`config.mk`:
```
export PLATFORM = sky130hd
export DESIGN_NAME = nn_layer_sequencer
export DESIGN_NICKNAME = d
export VERILOG_FILES = /design/src/rtl/nn_layer_sequencer.sv
export SDC_FILE = /design/constraint.sdc
export NUM_CORES = 1
export LEC_CHECK = 0
export CAP_MARGIN = 25
export CORE_AREA = 2 2 149 151
export DETAILED_ROUTE_END_ITERATION = 16
export DIE_AREA = 0 0 151 153
export PLACE_DENSITY = 0.8
export SYNTH_ARGS = -nofsm -noshare
export SYNTH_HDL_FRONTEND = slang
export SYNTH_SLANG_ARGS = --single-unit
```
`constraint.sdc`:
```
create_clock -name clk -period 2.8 [get_ports clk]
set_input_delay 0.84 -clock clk [delete_from_list [all_inputs] [get_ports clk]]
set_output_delay 0.84 -clock clk [all_outputs]
set_load 0.01 [all_outputs]
```
`src/rtl/nn_layer_sequencer.sv`:
```
// Serial-in / serial-out wrapper around a combinational NN layer datapath:
// gathers one input vector, lets the datapath settle, captures and drains the results.
module nn_layer_sequencer #(
    parameter int IN_W   = 10,
    parameter int OUT_W  = 12,
    parameter int N_IN   = 12,
    parameter int N_OUT  = 10,
    parameter int SETTLE = 2
) (
    input  logic                   clk,
    input  logic                   rst,
    input  logic                   in_valid,
    output logic                   in_ready,
    input  logic [IN_W-1:0]        in_data,
    input  logic                   in_last,
    output logic [N_IN*IN_W-1:0]   layer_in,
    input  logic [N_OUT*OUT_W-1:0] layer_out,
    output logic                   out_valid,
    input  logic                   out_ready,
    output logic [OUT_W-1:0]       out_data,
    output logic [3:0]             out_idx,
    output logic                   out_last,
    output logic                   busy,
    output logic                   err
);
    localparam int IIW = $clog2(N_IN);

    typedef enum logic [1:0] {S_LOAD, S_SETTLE, S_CAPTURE, S_DRAIN} state_t;

    state_t               r_state, w_state_next;
    logic [IIW-1:0]       r_in_idx, w_in_idx_next;
    logic [3:0]           r_out_idx, w_out_idx_next;
    logic [3:0]           r_cnt, w_cnt_next;
    logic                 r_err, w_err_next;
    logic                 w_in_fire, w_out_fire, w_in_end;
    logic [N_OUT*OUT_W-1:0] w_cap_flat;

    assign in_ready   = (r_state == S_LOAD);
    assign out_valid  = (r_state == S_DRAIN);
    assign busy       = (r_state != S_LOAD);
    assign err        = r_err;
    assign w_in_fire  = in_valid && in_ready;
    assign w_out_fire = out_valid && out_ready;
    assign w_in_end   = (r_in_idx == IIW'(N_IN - 1));
    assign out_idx    = r_out_idx;
    assign out_last   = (r_out_idx == 4'(N_OUT - 1));
    assign out_data   = w_cap_flat[r_out_idx*OUT_W +: OUT_W];

    always_comb begin
        w_state_next   = r_state;
        w_in_idx_next  = r_in_idx;
        w_out_idx_next = r_out_idx;
        w_cnt_next     = r_cnt;
        w_err_next     = 1'b0;
        case (r_state)
            S_LOAD: begin
                if (w_in_fire) begin
                    if (in_last && w_in_end) begin
                        w_state_next  = S_SETTLE;
                        w_in_idx_next = '0;
                        w_cnt_next    = 4'(SETTLE);
                    end else if (in_last || w_in_end) begin
                        // Framing error: drop the partial vector, keep slot contents.
                        w_err_next    = 1'b1;
                        w_in_idx_next = '0;
                    end else begin
                        w_in_idx_next = r_in_idx + 1'b1;
                    end
                end
            end
            S_SETTLE: begin
                if (r_cnt <= 4'd1) begin
                    w_state_next = S_CAPTURE;
                end else begin
                    w_cnt_next = r_cnt - 4'd1;
                end
            end
            S_CAPTURE: begin
                w_state_next   = S_DRAIN;
                w_out_idx_next = '0;
            end
            S_DRAIN: begin
                if (w_out_fire) begin
                    if (out_last) begin
                        w_state_next   = S_LOAD;
                        w_out_idx_next = '0;
                    end else begin
                        w_out_idx_next = r_out_idx + 4'd1;
                    end
                end
            end
            default: w_state_next = S_LOAD;
        endcase
    end

    always_ff @(posedge clk) begin
        if (rst) begin
            r_state   <= S_LOAD;
            r_in_idx  <= '0;
            r_out_idx <= '0;
            r_cnt     <= '0;
            r_err     <= 1'b0;
        end else begin
            r_state   <= w_state_next;
            r_in_idx  <= w_in_idx_next;
            r_out_idx <= w_out_idx_next;
            r_cnt     <= w_cnt_next;
            r_err     <= w_err_next;
        end
    end

    // layer_in comes straight from these slot registers so it stays glitch-free while settling.
    generate
        for (genvar gi = 0; gi < N_IN; gi++) begin : g_in_slot
            logic [IN_W-1:0] r_slot;
            always_ff @(posedge clk) begin
                if (rst) begin
                    r_slot <= '0;
                end else if (w_in_fire && (r_in_idx == IIW'(gi))) begin
                    r_slot <= in_data;
                end
            end
            assign layer_in[gi*IN_W +: IN_W] = r_slot;
        end

        for (genvar gi = 0; gi < N_OUT; gi++) begin : g_cap_slot
            logic [OUT_W-1:0] r_cap;
            always_ff @(posedge clk) begin
                if (rst) begin
                    r_cap <= '0;
                end else if (r_state == S_CAPTURE) begin
                    r_cap <= layer_out[gi*OUT_W +: OUT_W];
                end
            end
            assign w_cap_flat[gi*OUT_W +: OUT_W] = r_cap;
        end
    endgenerate
endmodule
```
# == Word level (Yosys, flattened, before mapping) ==
# Cells that the tools add are included.
# word_totals
ff_bits,255
latchBits,0
ram_bits,0
mem_bits_ro,0
inputBits,135
output_inout_bits,141
wordCells,98
mem_count,0
# classes
n_addsub,3
multipliers,1
n_div,0
magnitude_cmp,1
n_eq_ne,21
shifts,1
mux,16
n_bitwise,2
n_reduce_logical,26
# op_table
cell,count
$shiftx 120x9->12,1
$mux 4,7
$eq 4x4->1 const B,5
$eq 4x3->1 const B,4
$pmux 4 s2,2
$logic_and 1x1->1,15
$mux 2,5
$add 4x1->4 const B,2
$eq 4x2->1 const B,2
$ne 2x1->1 const B,4
$pmux 2 s4,1
$mul 4x2->6 const B,1
$reduce_bool 2->1,3
$reduce_and 5->1,1
$eq 2x2->1 const B,2
$eq 4x1->1 const B,1
$le 4x1->1 const B,1
$logic_not 4->1,1
$ne 2x2->1 const B,2
$reduce_and 2->1,2
$reduce_and 4->1,1
$reduce_or 4->1,1
$sub 4x1->4 const B,1
$eq 2x1->1 const B,1
other kinds (4),5

# == Depth between registers and ports, before layout ==
# Gate-level depths: netlist of the first run.
# logic_depth
depth_word,5
mapped_depth,8
depth_no_buf,6

# == Worst setup path before layout of the first run ==
# OpenSTA, ideal clock, no wires.
# synth_timing
path_kind,register to output
start,reg r_out_idx[0] (netlist: out_idx[0])
end,out out_data[6]
t_arrival_ns,1.613
t_required_ns,1.960
path_slack_ns,0.347
path_stages_with_launch,5
path_buffers,1
cell_sequence,dfxtp_1 buf_2 mux4_2 a22oi_1 o21ai_0
# synth_between
elab_chain_cells,2
# synth_rtl
item,line,text
"start, declared",32,"logic [3:0] r_out_idx, w_out_idx_next;"
"start signal, assigned",106,r_out_idx <= w_out_idx_next;
$mul 4x2->6,47,assign out_data = w_cap_flat[r_out_idx*OUT_W +: OUT_W];
$shiftx 120x9->12,47,
"end, declared",20,"output logic [OUT_W-1:0] out_data,"
# Every way passes these cells.

# == Worst setup path after layout of the first run ==
# layout_timing
start,reg r_out_idx[0] (netlist: out_idx[0])
end,out out_data[7]
# The elaborated chain is that of the path after synthesis.

==> results of run 1 <==
==> layer usage <==
layer | wire length (um) | vias to the layer above | track usage
met5 | 11 | - | 0
met4 | 1699 | 2 | 0.1313
met3 | 2968 | 92 | 0.07194
met2 | 15500 | 423 | 0.4641
met1 | 11770 | 4293 | 0.2957
li1 | - | 4398 | -
==> worst paths after layout <==
| path | start | to | slack, ns | depth (start not counted) |
|---|---|---|---|---|
| setup reg to reg | r_in_idx[0]$_SDFFE_PP0P_ | g_in_slot[8].r_slot[7]$_SDFFE_PP0P_ | 0.79 | 5 |
| hold reg to reg | g_in_slot[11].r_slot[0]$_SDFFE_PP0P_ | g_in_slot[11].r_slot[0]$_SDFFE_PP0P_ | 0.45 | 2 |
| setup / recovery | out_idx[0]$_SDFFE_PP0P_ | out_data[7] | -0.18 | 6 |
| hold / removal | g_in_slot[11].r_slot[0]$_SDFFE_PP0P_ | g_in_slot[11].r_slot[0]$_SDFFE_PP0P_ | 0.45 | 2 |
==> state kept, by name, indices dropped and copies added, names as in the netlist <==
| name | flops |
|---|---|
| err | 1 |
| r_cnt | 4 |
| out_idx | 4 |
| g_cap_slot.r_cap | 120 |
| r_state | 2 |
| g_in_slot.r_slot | 120 |
| r_in_idx | 4 |
==> synthesized netlist by cell type (3+ instances only) <==
cell type and count:
mux4_2 24, clkbuf_1 54, nor3_1 3, nand4_1 3
nand2_1 147, ha_1 12, nor2_1 133, a22oi_1 12
dfxtp_1 255, a21oi_1 127, nand3_1 113, mux2i_1 132
inv_1 10, buf_2 33, o21ai_0 16, buf_1 3
==> where the power goes <==
| group | internal (uW) | switching [uW] |
|---|---|---|
| Sequential | 3690 | 47.8 |
| Combinational | 430 | 473 |
| Clock | 1820 | 1370 |
==> critical path, stage by stage (launching register included) <==
cell	delay, ns
dfxtp_4	0.37
buf_6	0.11
buf_6	0.09
mux4_2	0.50
a22oi_2	0.27
o21ai_2	0.10
buf_2	0.15
==> what timing repair did <==
action,4_1_cts,5_1_grt
gates cloned,0,0
buffers inserted,11,3
setup endpoints to repair,15,13
resized for setup,83,16
hold buffers,0,0
endpoints found under the hold margin,0,0
pin swaps,9,4
==> cell type report <==
cell class,count,share of cell area
sequential,255,0.3550
multi-input combinational,759,0.3392
timing repair buffer,330,0.2253
clock buffer,40,0.05169
tap,280,0.02433
inverter,10,0.002606
clock inverter,5,0.001911
==> metrics by stage <==
step | cells | setup slack [ns] | hold slack [ns]
after floorplan | 1120 | 0.3471 | 0.4546
after global placement | 1621 | -0.04264 | 0.4411
after detailed placement | 1621 | -0.08012 | 0.4456
after CTS | 1677 | -0.1556 | 0.4543
after global routing | 1679 | -0.2095 | 0.4690
final | 1679 | -0.1767 | 0.4535
==> cells by family after synthesis <==
logic type,synth area share
AOI/OAI and AO/OA,0.08975
xor gates and xnor gates,0.003383
adders and majority gates,0.01449
buffers and inverters,0.04481
DFF,0.4928
muxes,0.1808
and+or+nand+nor,0.1739
==> results by group, run 1 <==
Drt
  – Total length of routed wires: 31.94 mm
  – Number of vias after detailed routing: 9208
  – Router iterations before antenna repair: 5
  – Detailed-route wire length per cell: 19.02 um
  – DRC violations left: 0
  – Post-route antenna net violation count: 0
  – Via/cell ratio: 5.484
  – Initial detailed-routing violation count: 556

Synth
  – Area share of the largest cell type after synthesis: 0.4928
  – Seq/Total Area, Yosys: 0.4928
  – Yosys reg bits: 255
  – Synth area leader: dfxtp_1
  – Number of flops mapped to enable cells by yosys: 0
  – Unique cell type count in the Yosys netlist: 48
  – Async S/R FF share, synth: 0
  – Post-synthesis instance total: 1120
  – Most frequently used flop master after synthesis: dfxtp_1
  – Synthesized area: 10360 sq um
  – Syn avg cell area: 9.249 sq um
  – Top cells by area in the synthesized netlist: dfxtp_1 (49%), mux2i_1 (13%), a21oi_1 (6.1%), nand3_1 (5.5%), nand2_1 (5.3%)
  – Number of synthesis warnings: 0
  – Synthesized netlist net count: 1267

Pwr
  – VDD IR max: 0.4702 mV
  – Power per Cell Area: 543.7 nW/um^2
  – Total chip power: 7830 uW
  – Static leakage power: 0.004840 uW

CTS
  – Worst-path clk slew: 0.06 ns
  – CTS root buf: clkbuf_16
  – Number of H-tree branching levels: 1
  – TritonCTS clock tree: done
  – Worst skew pair latency: 0.53 ns
  – Num Clock Sinks: 255
  – CTS Buf Count: 26
  – Max Buffers Root-to-Sink: 3

Layout
  – Number of antenna diodes: 0
  – Total area of multi-input combinational cells: 4885 sq um
  – Area taken by flip-flops and latches: 5112 sq um
  – Post-Route Utilization: 0.6703
  – Final instance area: 14400 sq um
  – Fill cells: 1703
  – Syn-to-layout area delta: 39.03%
  – Leading cell type in the layout, fill and taps excluded: clkdlybuf4s50_1
  – Fraction of layout cells with a size suffix above 1: 0.1101
  – Layout Nets: 1529
  – Most frequent cells in the layout: clkdlybuf4s50_1 (261), dfxtp_1 (251), nand2_1 (147)

Setup path
  – Kind of start point of the critical path: register
  – Worst Path Class, Setup: register to primary output
  – CP Capture Type: primary output
  – Arrival time at the worst endpoint: 2.14 ns
  – Maximum net fanout on the critical path: 3
  – Required time of the critical path: 1.96 ns

Run
  – Max-cap check violation count: 0

Outcome
  – Failing checks: setup timing
  – Status: finished with violations

Timing
  – Final Hold Vio Count: 0
  – Setup repair after global routing missed its margin: true
  – Max Clock Skew: 0.01338 ns
  – Sum Neg Setup Slack: -1.476 ns
  – Final number of max-transition violations: 0
  – Shortest clock period the worst path allows after layout: 2.977 ns
  – Portion of the clock cycle consumed by the worst path in the final layout: 1.063
  – Final worst setup slack: -0.1767 ns
  – Final count of negative-setup-slack endpoints: 12
  – Maximum clock frequency: 335.9 MHz
  – Relative slew margins: 0.4525
  – Transition time at the pin with the least slew margin: 0.8212 ns

Floorplan
  – Full die area: 23100 sq um
  – Placement Rows: 54
  – Die Width: 151 um
  – Boundary Pins: 276
  – Overall die height: 153 um
  – Core footprint: 21490 sq um
  – Starting Density: 0.4821

Placed design
  – Area after detailed placement: 13450 sq um
  – HPWL reported at the end of detailed placement: 22.58 mm
  – Placer congestion estimate: 0.8831
  – Count of buffers inserted at the top-level ports: 275

Global routing
  – Number of antenna violations at the first check in global routing: 1
  – Total routing usage reported by global routing: 0.2658
  – Largest net degree at the start of global routing: 80
  – Residual overflow from global routing: 0
  – Global-route wire length before repair: 48.18 mm
  – Vias in the first global route: 8894

Worst hold path
  – Class of the worst hold path: register to register
Note: power is estimated with default switching activity, not from simulation.
==> run 2, diff against run 1 <==
--- a/config.mk
+++ b/config.mk
@@ -9,7 +9,7 @@
 export CORE_AREA = 2 2 149 151
 export DETAILED_ROUTE_END_ITERATION = 16
 export DIE_AREA = 0 0 151 153
-export PLACE_DENSITY = 0.8
+export PLACE_DENSITY_LB_ADDON = 0.3
 export SYNTH_ARGS = -nofsm -noshare
 export SYNTH_HDL_FRONTEND = slang
 export SYNTH_SLANG_ARGS = --single-unit
==> run 2 against run 1 <==
Compared with the run above: the flow still finishes with violations (setup timing); register-to-register slack better by 0.06 ns; largest cell class unchanged; worst hold slack hardly changed; highest routed layer unchanged; largest power group unchanged; critical path type unchanged; count of clock-buffer cells in the layout is 5 lower; setup slack worse by 0.021 ns; die area stayed put.
==> results by group, run 2 (synthesis results as in run 1) <==
Layout
  – Final instance area: 14470 sq um
  – Fraction of layout cells with a size suffix above 1: 0.1144
  – Leading cell type in the layout, fill and taps excluded: clkdlybuf4s50_1
  – Most frequent cells in the layout: clkdlybuf4s50_1 (260), dfxtp_1 (252), nand2_1 (146)
  – Post-Route Utilization: 0.6733
  – Registers with the most flip-flops: g_cap_slot.r_cap (120), g_in_slot.r_slot (120)
  – Layout Nets: 1527
  – Syn-to-layout area delta: 39.65%

CTS
  – Num Clock Sinks: 255
  – Worst skew pair latency: 0.53 ns
  – # hold bufs at CTS: 0
  – CTS root buf: clkbuf_16
  – Max Buffers Root-to-Sink: 3
  – CTS Buf Count: 27
  – Number of H-tree branching levels: 1
  – Worst-path clk slew: 0.06 ns
  – TritonCTS clock tree: done

Setup path
  – Worst-case register-to-register setup slack: 0.85 ns
  – Worst R2R Start: r_state[0]$_SDFFE_PP0P_
  – Worst Path Class, Setup: register to primary output
  – Required time of the critical path: 1.96 ns
  – Arrival time at the worst endpoint: 2.16 ns
  – CP Capture Type: primary output
  – Critical R2R Capture: g_in_slot[9].r_slot[7]$_SDFFE_PP0P_
  – Cell count of the worst reg-to-reg path: 8
  – Kind of start point of the critical path: register
  – Maximum net fanout on the critical path: 5

Floorplan
  – Core footprint: 21490 sq um
  – Full die area: 23100 sq um
  – Boundary Pins: 276
  – Starting Density: 0.4821
  – Overall die height: 153 um
  – Placement Rows: 54
  – Die Width: 151 um

Timing
  – Final number of max-transition violations: 0
  – Final Hold Vio Count: 0
  – Final count of negative-setup-slack endpoints: 12
  – Relative slew margins: 0.4955
  – Max Clock Skew: 0.007188 ns
  – Portion of the clock cycle consumed by the worst path in the final layout: 1.071
  – Shortest clock period the worst path allows after layout: 2.998 ns
  – Transition time at the pin with the least slew margin: 0.7544 ns
  – Final worst setup slack: -0.1975 ns
  – Post-Route Hold Slack: 0.4534 ns
  – Maximum clock frequency: 333.6 MHz
  – Setup repair after global routing missed its margin: true

Drt
  – Post-route antenna net violation count: 0
  – DR WL met3: 2.829 mm
  – Via/cell ratio: 5.461
  – Number of vias after detailed routing: 9174
  – Top layer used by detailed routing: met5
  – Routed met2 length: 15.61 mm
  – Router iterations before antenna repair: 5
  – Initial detailed-routing violation count: 600
  – Met1 wire length: 11.92 mm
  – Total length of routed wires: 31.67 mm
  – Detailed-route wire length per cell: 18.85 um
  – DRC violations left: 0

Pwr
  – Static leakage power: 0.004884 uW
  – Relative contribution of combinational cells to total power: 0.110
  – Sw Pwr: 1967 uW
  – Total chip power: 8159 uW
  – Power per Cell Area: 564.0 nW/um^2
  – Share of total power in sequential cells: 0.459
  – Switching power as a share of total power: 0.2411
  – Total internal power: 6192 uW
  – VDD IR max: 0.5110 mV
  – Clock power frac: 0.432

Global routing
  – Largest net degree at the start of global routing: 85
  – Total routing usage reported by global routing: 0.2664
  – Vias in the first global route: 8565
  – Global-route wire length before repair: 48.17 mm
  – Number of antenna violations at the first check in global routing: 3
  – Residual overflow from global routing: 0

Placed design
  – Count of buffers inserted at the top-level ports: 275
  – HPWL reported at the end of detailed placement: 21.80 mm
  – Placer congestion estimate: 0.8832
  – Area after detailed placement: 13460 sq um
  – Placement-stage worst setup slack: -0.06762 ns

Worst hold path
  – Hold path startpoint: g_in_slot[8].r_slot[3]$_SDFFE_PP0P_
  – Min-Delay Path Depth: 2
  – Min-Delay Endpoint: g_in_slot[8].r_slot[3]$_SDFFE_PP0P_
  – Class of the worst hold path: register to register

Outcome
  – Status: finished with violations
  – Failing checks: setup timing

Run
  – Max-cap check violation count: 0
## run 2: power by group through the flow
stage | logic [uW] | registers (uW) | clock network (uW)
4_1_cts | 889 | 3740 | 3560
2_1_floorplan | 427 | 3820 | 0
3_3_place_gp | 871 | 3820 | 0
5_1_grt | 965 | 3750 | 3720
6_report | 894 | 3740 | 3520
3_5_place_dp | 880 | 3820 | 0
## run 2: worst max-delay path by stage
| stage | startpoint | end | slack (ns) |
|---|---|---|---|
| final | out_idx[0]$_SDFFE_PP0P_ | out_data[5] | -0.20 |
| after global routing | out_idx[0]$_SDFFE_PP0P_ | out_data[7] | -0.26 |
| after CTS | out_idx[0]$_SDFFE_PP0P_ | out_data[5] | -0.21 |
| after detailed placement | out_idx[0]$_SDFFE_PP0P_ | out_data[5] | -0.07 |
| after global placement | out_idx[0]$_SDFFE_PP0P_ | out_data[7] | -0.04 |
| after floorplan | out_idx[0]$_SDFFE_PP0P_ | out_data[6] | 0.35 |
## run 2: final cells by class
| type | count | area [sq um] |
|---|---|---|
| clock buffers | 35 | 755.7 |
| clock inverters | 12 | 117.6 |
| fillers | 1727 | 7019 |
| well taps | 280 | 350.3 |
| repair buffers | 327 | 3217 |
| multi-input cells | 759 | 4872 |
| diodes | 2 | 5.005 |
| inverters | 10 | 37.54 |
| flip-flops and latches | 255 | 5111 |
## run 2: stage by stage
stage	setup TNS, ns	cells
6_report	-1.812	1680
3_3_place_gp	-0.1176	1619
4_1_cts	-2.051	1671
3_5_place_dp	-0.1497	1619
5_1_grt	-2.544	1678
2_1_floorplan	0	1120
## run 2: repair_timing
item / CTS / global route
gates cloned: 2 / 0
resized for setup: 79 / 14
setup buffers: 3 / 9
setup endpoints to repair: 14 / 13
pin swaps: 7 / 7
## run 2: per-layer routing
layer	up-vias	GRT usage
met5	-	0
met4	2	0.1001
met3	79	0.06836
met2	366	0.4563
met1	4322	0.3201
li1	4405	-
## run 2: critical path: stages, from the launching register on
cell,delay (ns)
dfxtp_4,0.39
buf_6,0.12
buf_12,0.11
mux4_2,0.51
a22oi_2,0.22
o21ai_1,0.11
buf_2,0.15
